### src/rtl/btb_pkg.sv
// Shared helpers for the fetch-stage branch/return predictor: pointer width
// derivation and saturating-counter reference values.
package btb_pkg;

    // Width of an index into a table of n entries; never narrower than 1 bit.
    function automatic int ptr_w(input int n);
        ptr_w = (n > 1) ? $clog2(n) : 1;
    endfunction

    // Counter value written on allocation: the weakly-taken state (MSB set, rest clear).
    function automatic int cnt_weak_taken(input int cnt_w);
        cnt_weak_taken = 32'sd1 << (cnt_w - 1);
    endfunction

    // Saturation ceiling of an unsigned counter of cnt_w bits.
    function automatic int cnt_max(input int cnt_w);
        cnt_max = (32'sd1 << cnt_w) - 32'sd1;
    endfunction

endpackage

### src/rtl/ras_stack.sv
// Circular return address stack. A push on a full stack silently replaces the
// oldest entry; a pop on an empty stack is ignored; push+pop together replaces
// the top in place (or acts as a plain push when empty).
module ras_stack
    import btb_pkg::*;
#(
    parameter int DEPTH = 8,
    parameter int ADR_W = 32
) (
    input  logic             clk,
    input  logic             reset,
    input  logic             push,
    input  logic             pop,
    input  logic [ADR_W-1:0] din,
    output logic [ADR_W-1:0] top,
    output logic             empty
);

    localparam int PTR_W = ptr_w(DEPTH);
    localparam logic [PTR_W:0] CNT_FULL = (PTR_W + 1)'(DEPTH);

    logic [ADR_W-1:0] mem_r [DEPTH];
    logic [PTR_W-1:0] top_r;
    logic [PTR_W:0]   count_r;
    logic             empty_r;

    logic [PTR_W-1:0] top_next_s;
    logic [PTR_W:0]   count_next_s;
    logic             wr_en_s;
    logic [PTR_W-1:0] wr_idx_s;

    // Next top pointer, occupancy and write slot for the requested operation.
    always_comb begin
        top_next_s   = top_r;
        count_next_s = count_r;
        wr_en_s      = 1'b0;
        wr_idx_s     = top_r;
        case ({push, pop})
            2'b10: begin
                top_next_s   = top_r + PTR_W'(1'b1);
                wr_idx_s     = top_r + PTR_W'(1'b1);
                wr_en_s      = 1'b1;
                count_next_s = (count_r == CNT_FULL) ? count_r : count_r + (PTR_W + 1)'(1'b1);
            end
            2'b01: begin
                if (count_r != {(PTR_W + 1){1'b0}}) begin
                    top_next_s   = top_r - PTR_W'(1'b1);
                    count_next_s = count_r - (PTR_W + 1)'(1'b1);
                end else begin
                    top_next_s   = top_r;
                    count_next_s = count_r;
                end
            end
            2'b11: begin
                if (count_r == {(PTR_W + 1){1'b0}}) begin
                    top_next_s   = top_r + PTR_W'(1'b1);
                    wr_idx_s     = top_r + PTR_W'(1'b1);
                    wr_en_s      = 1'b1;
                    count_next_s = count_r + (PTR_W + 1)'(1'b1);
                end else begin
                    wr_idx_s     = top_r;
                    wr_en_s      = 1'b1;
                end
            end
            default: begin
                wr_en_s = 1'b0;
            end
        endcase
    end

    // Stack storage, pointer, occupancy and registered empty flag.
    always_ff @(posedge clk or posedge reset) begin
        if (reset) begin
            for (int i = 0; i < DEPTH; i++) begin
                mem_r[i] <= {ADR_W{1'b0}};
            end
            top_r   <= {PTR_W{1'b0}};
            count_r <= {(PTR_W + 1){1'b0}};
            empty_r <= 1'b1;
        end else begin
            if (wr_en_s) begin
                mem_r[wr_idx_s] <= din;
            end
            top_r   <= top_next_s;
            count_r <= count_next_s;
            empty_r <= (count_next_s == {(PTR_W + 1){1'b0}});
        end
    end

    assign top   = mem_r[top_r];
    assign empty = empty_r;

endmodule

### src/rtl/btb_ras_predictor.sv
// Fetch-stage branch target buffer with per-entry saturating counters and a
// return address stack. Lookup is combinational against the current state;
// training from decode happens on the clock edge when UPDATE_EN_SD is high.
module btb_ras_predictor
    import btb_pkg::*;
#(
    parameter int N_ENTRIES = 8,
    parameter int CNT_W     = 2,
    parameter int RAS_DEPTH = 8,
    parameter int ADR_W     = 32
) (
    input  logic             clk,
    input  logic             reset,
    input  logic [ADR_W-1:0] PC_RD,
    output logic             PRED_TAKEN_SI,
    output logic [ADR_W-1:0] PRED_ADR_SI,
    input  logic             UPDATE_EN_SD,
    input  logic             BRANCH_INST_RD,
    input  logic             BRANCH_TAKEN_RD,
    input  logic [ADR_W-1:0] BRANCH_INST_ADR_RD,
    input  logic [ADR_W-1:0] ADR_TO_BRANCH_RD,
    input  logic             RET_INST_RD,
    input  logic             PUSH_ADR_RAS_RD,
    input  logic             POP_ADR_RAS_RD,
    input  logic [ADR_W-1:0] ADR_TO_RET_RD,
    output logic             RAS_EMPTY_SI
);

    localparam int IDX_W = ptr_w(N_ENTRIES);
    localparam logic [CNT_W-1:0] CNT_INIT = CNT_W'(cnt_weak_taken(CNT_W));
    localparam logic [CNT_W-1:0] CNT_SAT  = CNT_W'(cnt_max(CNT_W));
    localparam logic [CNT_W-1:0] CNT_ZERO = {CNT_W{1'b0}};

    typedef struct packed {
        logic             valid;
        logic             is_ret;
        logic [ADR_W-1:0] tag;
        logic [ADR_W-1:0] target;
        logic [CNT_W-1:0] counter;
    } btb_entry_t;

    localparam btb_entry_t ENTRY_CLR = btb_entry_t'({$bits(btb_entry_t){1'b0}});

    btb_entry_t       btb_r [N_ENTRIES];
    logic [IDX_W-1:0] alloc_ptr_r;

    logic             lk_hit_s;
    logic [IDX_W-1:0] lk_idx_s;
    logic             up_hit_s;
    logic [IDX_W-1:0] up_idx_s;
    logic [CNT_W-1:0] cnt_cur_s;
    logic [CNT_W-1:0] cnt_next_s;
    logic             ras_push_s;
    logic             ras_pop_s;
    logic [ADR_W-1:0] ras_top_s;
    logic             ras_empty_s;

    // Priority encoders for fetch lookup and training lookup; lowest index wins.
    always_comb begin
        lk_hit_s = 1'b0;
        lk_idx_s = {IDX_W{1'b0}};
        up_hit_s = 1'b0;
        up_idx_s = {IDX_W{1'b0}};
        for (int i = N_ENTRIES - 1; i >= 0; i--) begin
            if (btb_r[i].valid && (btb_r[i].tag == PC_RD)) begin
                lk_hit_s = 1'b1;
                lk_idx_s = IDX_W'(i);
            end else begin
                lk_hit_s = lk_hit_s;
            end
            if (btb_r[i].valid && (btb_r[i].tag == BRANCH_INST_ADR_RD)) begin
                up_hit_s = 1'b1;
                up_idx_s = IDX_W'(i);
            end else begin
                up_hit_s = up_hit_s;
            end
        end
    end

    // Prediction: branches follow the counter MSB, returns follow the RAS top.
    always_comb begin
        PRED_TAKEN_SI = 1'b0;
        PRED_ADR_SI   = {ADR_W{1'b0}};
        if (lk_hit_s) begin
            if (btb_r[lk_idx_s].is_ret) begin
                if (!ras_empty_s) begin
                    PRED_TAKEN_SI = 1'b1;
                    PRED_ADR_SI   = ras_top_s;
                end else begin
                    PRED_TAKEN_SI = 1'b0;
                end
            end else begin
                if (btb_r[lk_idx_s].counter[CNT_W-1]) begin
                    PRED_TAKEN_SI = 1'b1;
                    PRED_ADR_SI   = btb_r[lk_idx_s].target;
                end else begin
                    PRED_TAKEN_SI = 1'b0;
                end
            end
        end else begin
            PRED_TAKEN_SI = 1'b0;
        end
    end

    // Saturating counter step for the entry hit by the resolving branch.
    always_comb begin
        cnt_cur_s  = btb_r[up_idx_s].counter;
        cnt_next_s = cnt_cur_s;
        if (BRANCH_TAKEN_RD) begin
            if (cnt_cur_s != CNT_SAT) begin
                cnt_next_s = cnt_cur_s + CNT_W'(1'b1);
            end else begin
                cnt_next_s = cnt_cur_s;
            end
        end else begin
            if (cnt_cur_s != CNT_ZERO) begin
                cnt_next_s = cnt_cur_s - CNT_W'(1'b1);
            end else begin
                cnt_next_s = cnt_cur_s;
            end
        end
    end

    // BTB training and round-robin allocation; a return resolve takes precedence.
    always_ff @(posedge clk or posedge reset) begin
        if (reset) begin
            for (int i = 0; i < N_ENTRIES; i++) begin
                btb_r[i] <= ENTRY_CLR;
            end
            alloc_ptr_r <= {IDX_W{1'b0}};
        end else if (UPDATE_EN_SD) begin
            if (RET_INST_RD) begin
                if (!up_hit_s) begin
                    btb_r[alloc_ptr_r] <= '{valid: 1'b1, is_ret: 1'b1, tag: BRANCH_INST_ADR_RD,
                                            target: {ADR_W{1'b0}}, counter: CNT_ZERO};
                    alloc_ptr_r        <= alloc_ptr_r + IDX_W'(1'b1);
                end
            end else if (BRANCH_INST_RD) begin
                if (up_hit_s) begin
                    btb_r[up_idx_s].counter <= cnt_next_s;
                    if (BRANCH_TAKEN_RD) begin
                        btb_r[up_idx_s].target <= ADR_TO_BRANCH_RD;
                    end
                end else if (BRANCH_TAKEN_RD) begin
                    btb_r[alloc_ptr_r] <= '{valid: 1'b1, is_ret: 1'b0, tag: BRANCH_INST_ADR_RD,
                                            target: ADR_TO_BRANCH_RD, counter: CNT_INIT};
                    alloc_ptr_r        <= alloc_ptr_r + IDX_W'(1'b1);
                end
            end
        end
    end

    assign ras_push_s = UPDATE_EN_SD & PUSH_ADR_RAS_RD;
    assign ras_pop_s  = UPDATE_EN_SD & POP_ADR_RAS_RD;

    ras_stack #(
        .DEPTH (RAS_DEPTH),
        .ADR_W (ADR_W)
    ) u_ras (
        .clk   (clk),
        .reset (reset),
        .push  (ras_push_s),
        .pop   (ras_pop_s),
        .din   (ADR_TO_RET_RD),
        .top   (ras_top_s),
        .empty (ras_empty_s)
    );

    assign RAS_EMPTY_SI = ras_empty_s;

endmodule
### config.mk
export PLATFORM = sky130hd
export DESIGN_NAME = btb_ras_predictor
export DESIGN_NICKNAME = d
export VERILOG_FILES = /design/src/rtl/btb_pkg.sv /design/src/rtl/ras_stack.sv /design/src/rtl/btb_ras_predictor.sv
export SDC_FILE = /design/constraint.sdc
export NUM_CORES = 2
export LEC_CHECK = 0
export BUFFER_PORTS_ARGS = -buffer_cell sky130_fd_sc_hd__buf_2
export CAP_MARGIN = 20
export CORE_MARGIN = 8
export CORE_UTILIZATION = 40
export DETAILED_ROUTE_END_ITERATION = 8
export PLACE_DENSITY = 0.56
export SLEW_MARGIN = 30
export SYNTH_ARGS = -nofsm -noshare
export SYNTH_HDL_FRONTEND = slang
export SYNTH_SLANG_ARGS = --single-unit
### constraint.sdc
create_clock -name clk -period 53.5 [get_ports clk]
set_input_delay 10.7 -clock clk [delete_from_list [all_inputs] [get_ports clk]]
set_output_delay 10.7 -clock clk [all_outputs]
set_load 0.1 [all_outputs]
==> impl_metrics.py <==
metrics = {
    "floorplanning": {
        "std_cell_rows": 122,
        "core-area_um2": 110000,
        "dieArea_um2": 121000,
        "die_w_um": 348,
        "die_h_um": 348,
        "io_pins": 170,
        "floorplan.initialDensity": 0.401,
    },
    "global_route": {
        "grt_pass1_vias": 32200,
        "track_usage": 0.249,
        "grt_max_degree": 117,
        "grt_overflow": 0,
        "grt_first_pass_wirelength_um": 227000,
        "antenna_found_initial": 17,
    },
    "critical_path": {
        "reg2regPathDepth": 12,
        "endpoint_kind": "output port",
        "crit_path_top_delay_cell": "and2_2",
        "max_stage_delay_ns": 0.82,
        "cp.depth": 14,
        "worstSetupStartpointType": "input port",
        "crit_fanout": 35,
        "worst_ep_required_time_ns": 42.80,
        "critical-path-top-delay-family": "simple AND/OR/NAND/NOR gates",
        "setup.worst_path.class": "in2out",
        "crit_chain": "buf_2 > xor2_1 > nor4_1 > nand4_1 > or4_1 > nand2_1 > o21ai_4 > buf_4 > a31o_2 > mux2i_1 > and2_2 > nand2_1 > o22ai_1 > buf_2",
        "path_buf_inv": 3,
        "worstPathArrival_ns": 16.47,
    },
    "placement": {
        "pre_cts_ws_ns": 26.35,
        "hpwl_um": 99300,
        "port_buffers": 169,
        "dpl_cell_area_um2": 46400,
        "place_congestion": 0.970,
    },
    "routing": {
        "drt-total-wl_um": 155000,
        "route.detailed.drc": 0,
        "viasPerCell": 5.93,
        "drt_pass1_iterations": 5,
        "wl_per_cell_um": 27.9,
        "via_count": 32800,
        "antenna_left": 0,
        "drt_iter0_markers": 3226,
    },
    "cts": {
        "cts_tree": "built",
        "clk_root_buffer_cell": "clkbuf_16",
        "clk_path_buf_depth": 3,
        "post_cts_resized": 0,
        "clkSlewWorstSetupHoldPaths_ns": 0.06,
        "post_cts_buffers": 0,
        "cts_buffers": 93,
        "cts.sinks": 811,
        "hold_buffers": 0,
        "cts_max_level": 3,
        "insertion_delay_ns": 0.70,
    },
    "logic_synthesis": {
        "synthCells": 3924,
        "synth_edf_count": 0,
        "yosys.area.top_type": "dfrtp_1",
        "syn_avg_cell_area_um2": 11.2,
        "synth_top_area_share": 0.459,
        "synth-seq-cells": 811,
        "synthesis.area_um2": 44100,
        "syn_nets": 4065,
        "ys_seq_area_frac": 0.460,
        "synth-main-ff-cell": "dfrtp_1",
        "yosysWarnings": 0,
        "async_flop_share": 1.00,
        "synth.area.top_cells": "dfrtp_1 (46%), mux2_2 (14%), xor2_1 (7.4%), o31ai_1 (4.0%), nand2_1 (3.9%)",
        "synth_cell_types": 87,
    },
    "timing": {
        "fin_tns_setup_ns": 0,
        "fin_crit_sh": 0.508,
        "timing.fmax_ghz": 0.0368,
        "slew_headroom": 0.290,
        "rsz0062_at_grt": "false",
        "fin_crit_ns": 27.17,
        "finalSetupViolations": 0,
        "worst_pin_slew_ns": 1.06,
        "final_hold_viol_count": 0,
        "slew_violations": 0,
        "finClkSkew_ns": 0.0443,
        "setup_slack_ns": 26.33,
    },
    "hold_path": {
        "hp-class": "reg2reg",
        "worstHoldPathCells": 2,
    },
    "cells_and_area": {
        "final_nets": 4101,
        "final_common_cell": "dfrtp_1",
        "post-route-cell-area_um2": 49800,
        "areaGrowthSynthToFinish_pct": 12.8,
        "drive_gt1_frac": 0.271,
        "final_cell_mix": "dfrtp_1 (807), mux2_2 (553), nand2_1 (454)",
    },
    "power": {
        "leakage_nw": 21.4,
        "peakVddDrop_uv": 31.3,
        "power_density_nw_per_um2": 55.4,
    },
    "status": {
        "status": "completed",
    },
    "flow_run": {
        "max_cap_viol_count": 0,
    },
}
[layer usage]
metal | part of all wire | routed length [um] | up-vias | global-route usage
met3 | 0.091 | 14000 | 334 | 0.0653
met1 | 0.46 | 70800 | 16800 | 0.367
li1 | - | - | 14300 | -
met2 | 0.42 | 64400 | 1377 | 0.354
met5 | 0.0011 | 173 | - | 0.00520
met4 | 0.033 | 5100 | 12 | 0.0810
[area by class of cell]
class / count / area, um2
Clock buffer: 138 / 2780
Fill cell: 10200 / 60300
Sequential cell: 811 / 20300
Clock inverter: 35 / 544
Tap cell: 1488 / 1860
Timing Repair Buffer: 235 / 1440
Multi-Input combinational cell: 2792 / 22700
Antenna cell: 7 / 17.5
Inverter: 27 / 109
[through the flow]
| step | cells | utilization | total power, mW | hold slack, ns |
|---|---|---|---|---|
| detailed placement | 5353 | 0.421 | 2.06 | 0.462 |
| global placement | 5349 | 0.420 | 2.05 | 0.453 |
| finish | 5533 | 0.452 | 2.76 | 0.470 |
| CTS | 5526 | 0.452 | 2.75 | 0.475 |
| floorplan | 3924 | - | 1.75 | 0.443 |
| global route | 5529 | 0.452 | 2.90 | 0.490 |
[worst reg2reg max path: cells and delay by family (launching register included)]
kind,cells,cell delay [ns]
compound gates,2,0.43
simple gates,8,3.31
buf+inv,1,0.55
xor+xnor,1,0.20
flops,1,0.44
[logic make-up (layout without fill, tap and decap cells)]
logic type | count (synthesis) | in the layout | synth area share
AO/OA/AOI/OAI | 441 | 441 | 0.0747
XOR/XNOR | 517 | 517 | 0.103
AND/OR/NAND/NOR | 1034 | 1034 | 0.115
multiplexers | 794 | 794 | 0.214
buffers and inverters | 321 | 435 | 0.0314
flip-flops | 811 | 811 | 0.460
adder cells (fa/ha/maj) | 6 | 6 | 0.00167
other | 0 | 7 | 0
[power by group]
group	switching, mW	internal [mW]
clock network	0.278	0.406
registers	0.277	0.865
logic	0.478	0.453
total	1.03	1.72
[worst paths after layout]
check,startpoint,to,slack [ns]
min in group asynchronous,reset,btb_r[326],10.26
max in group asynchronous,reset,u_ras.mem_r[247],39.75
worst min register to register,btb_r[355],btb_r[355],0.47
worst max register to register,btb_r[105],btb_r[160],48.50
worst max-delay path,PC_RD[9],PRED_ADR_SI[6],26.33
worst min-delay path,btb_r[355],btb_r[355],0.47
[sequential cells by signal, indices dropped and copies added (netlist names)]
register       flops
u_ras.count_r      4
u_ras.empty        1
u_ras.mem_r      256
btb_r            544
alloc_ptr_r        3
u_ras.top_r        3
[synth_stat cells (all sizes together), types with 6 or more instances]
master   instances
nor3            54
mux2i          168
nor4b           14
nor2            99
o21ai           51
o2bb2ai         16
nand4b          16
and2             9
o31ai          234
xnor2          143
a21oi           19
mux4            64
nor4           165
dfrtp          810
o211ai          18
nand2          459
a2111oi         17
nand2b          20
mux2           562
or3b             6
xor2           374
or2              7
inv             27
or3             13
or4             19
buf            142
nand3           62
and3             6
a22oi           20
clkbuf         152
nand4           72
(Power assumes the default switching activity.)
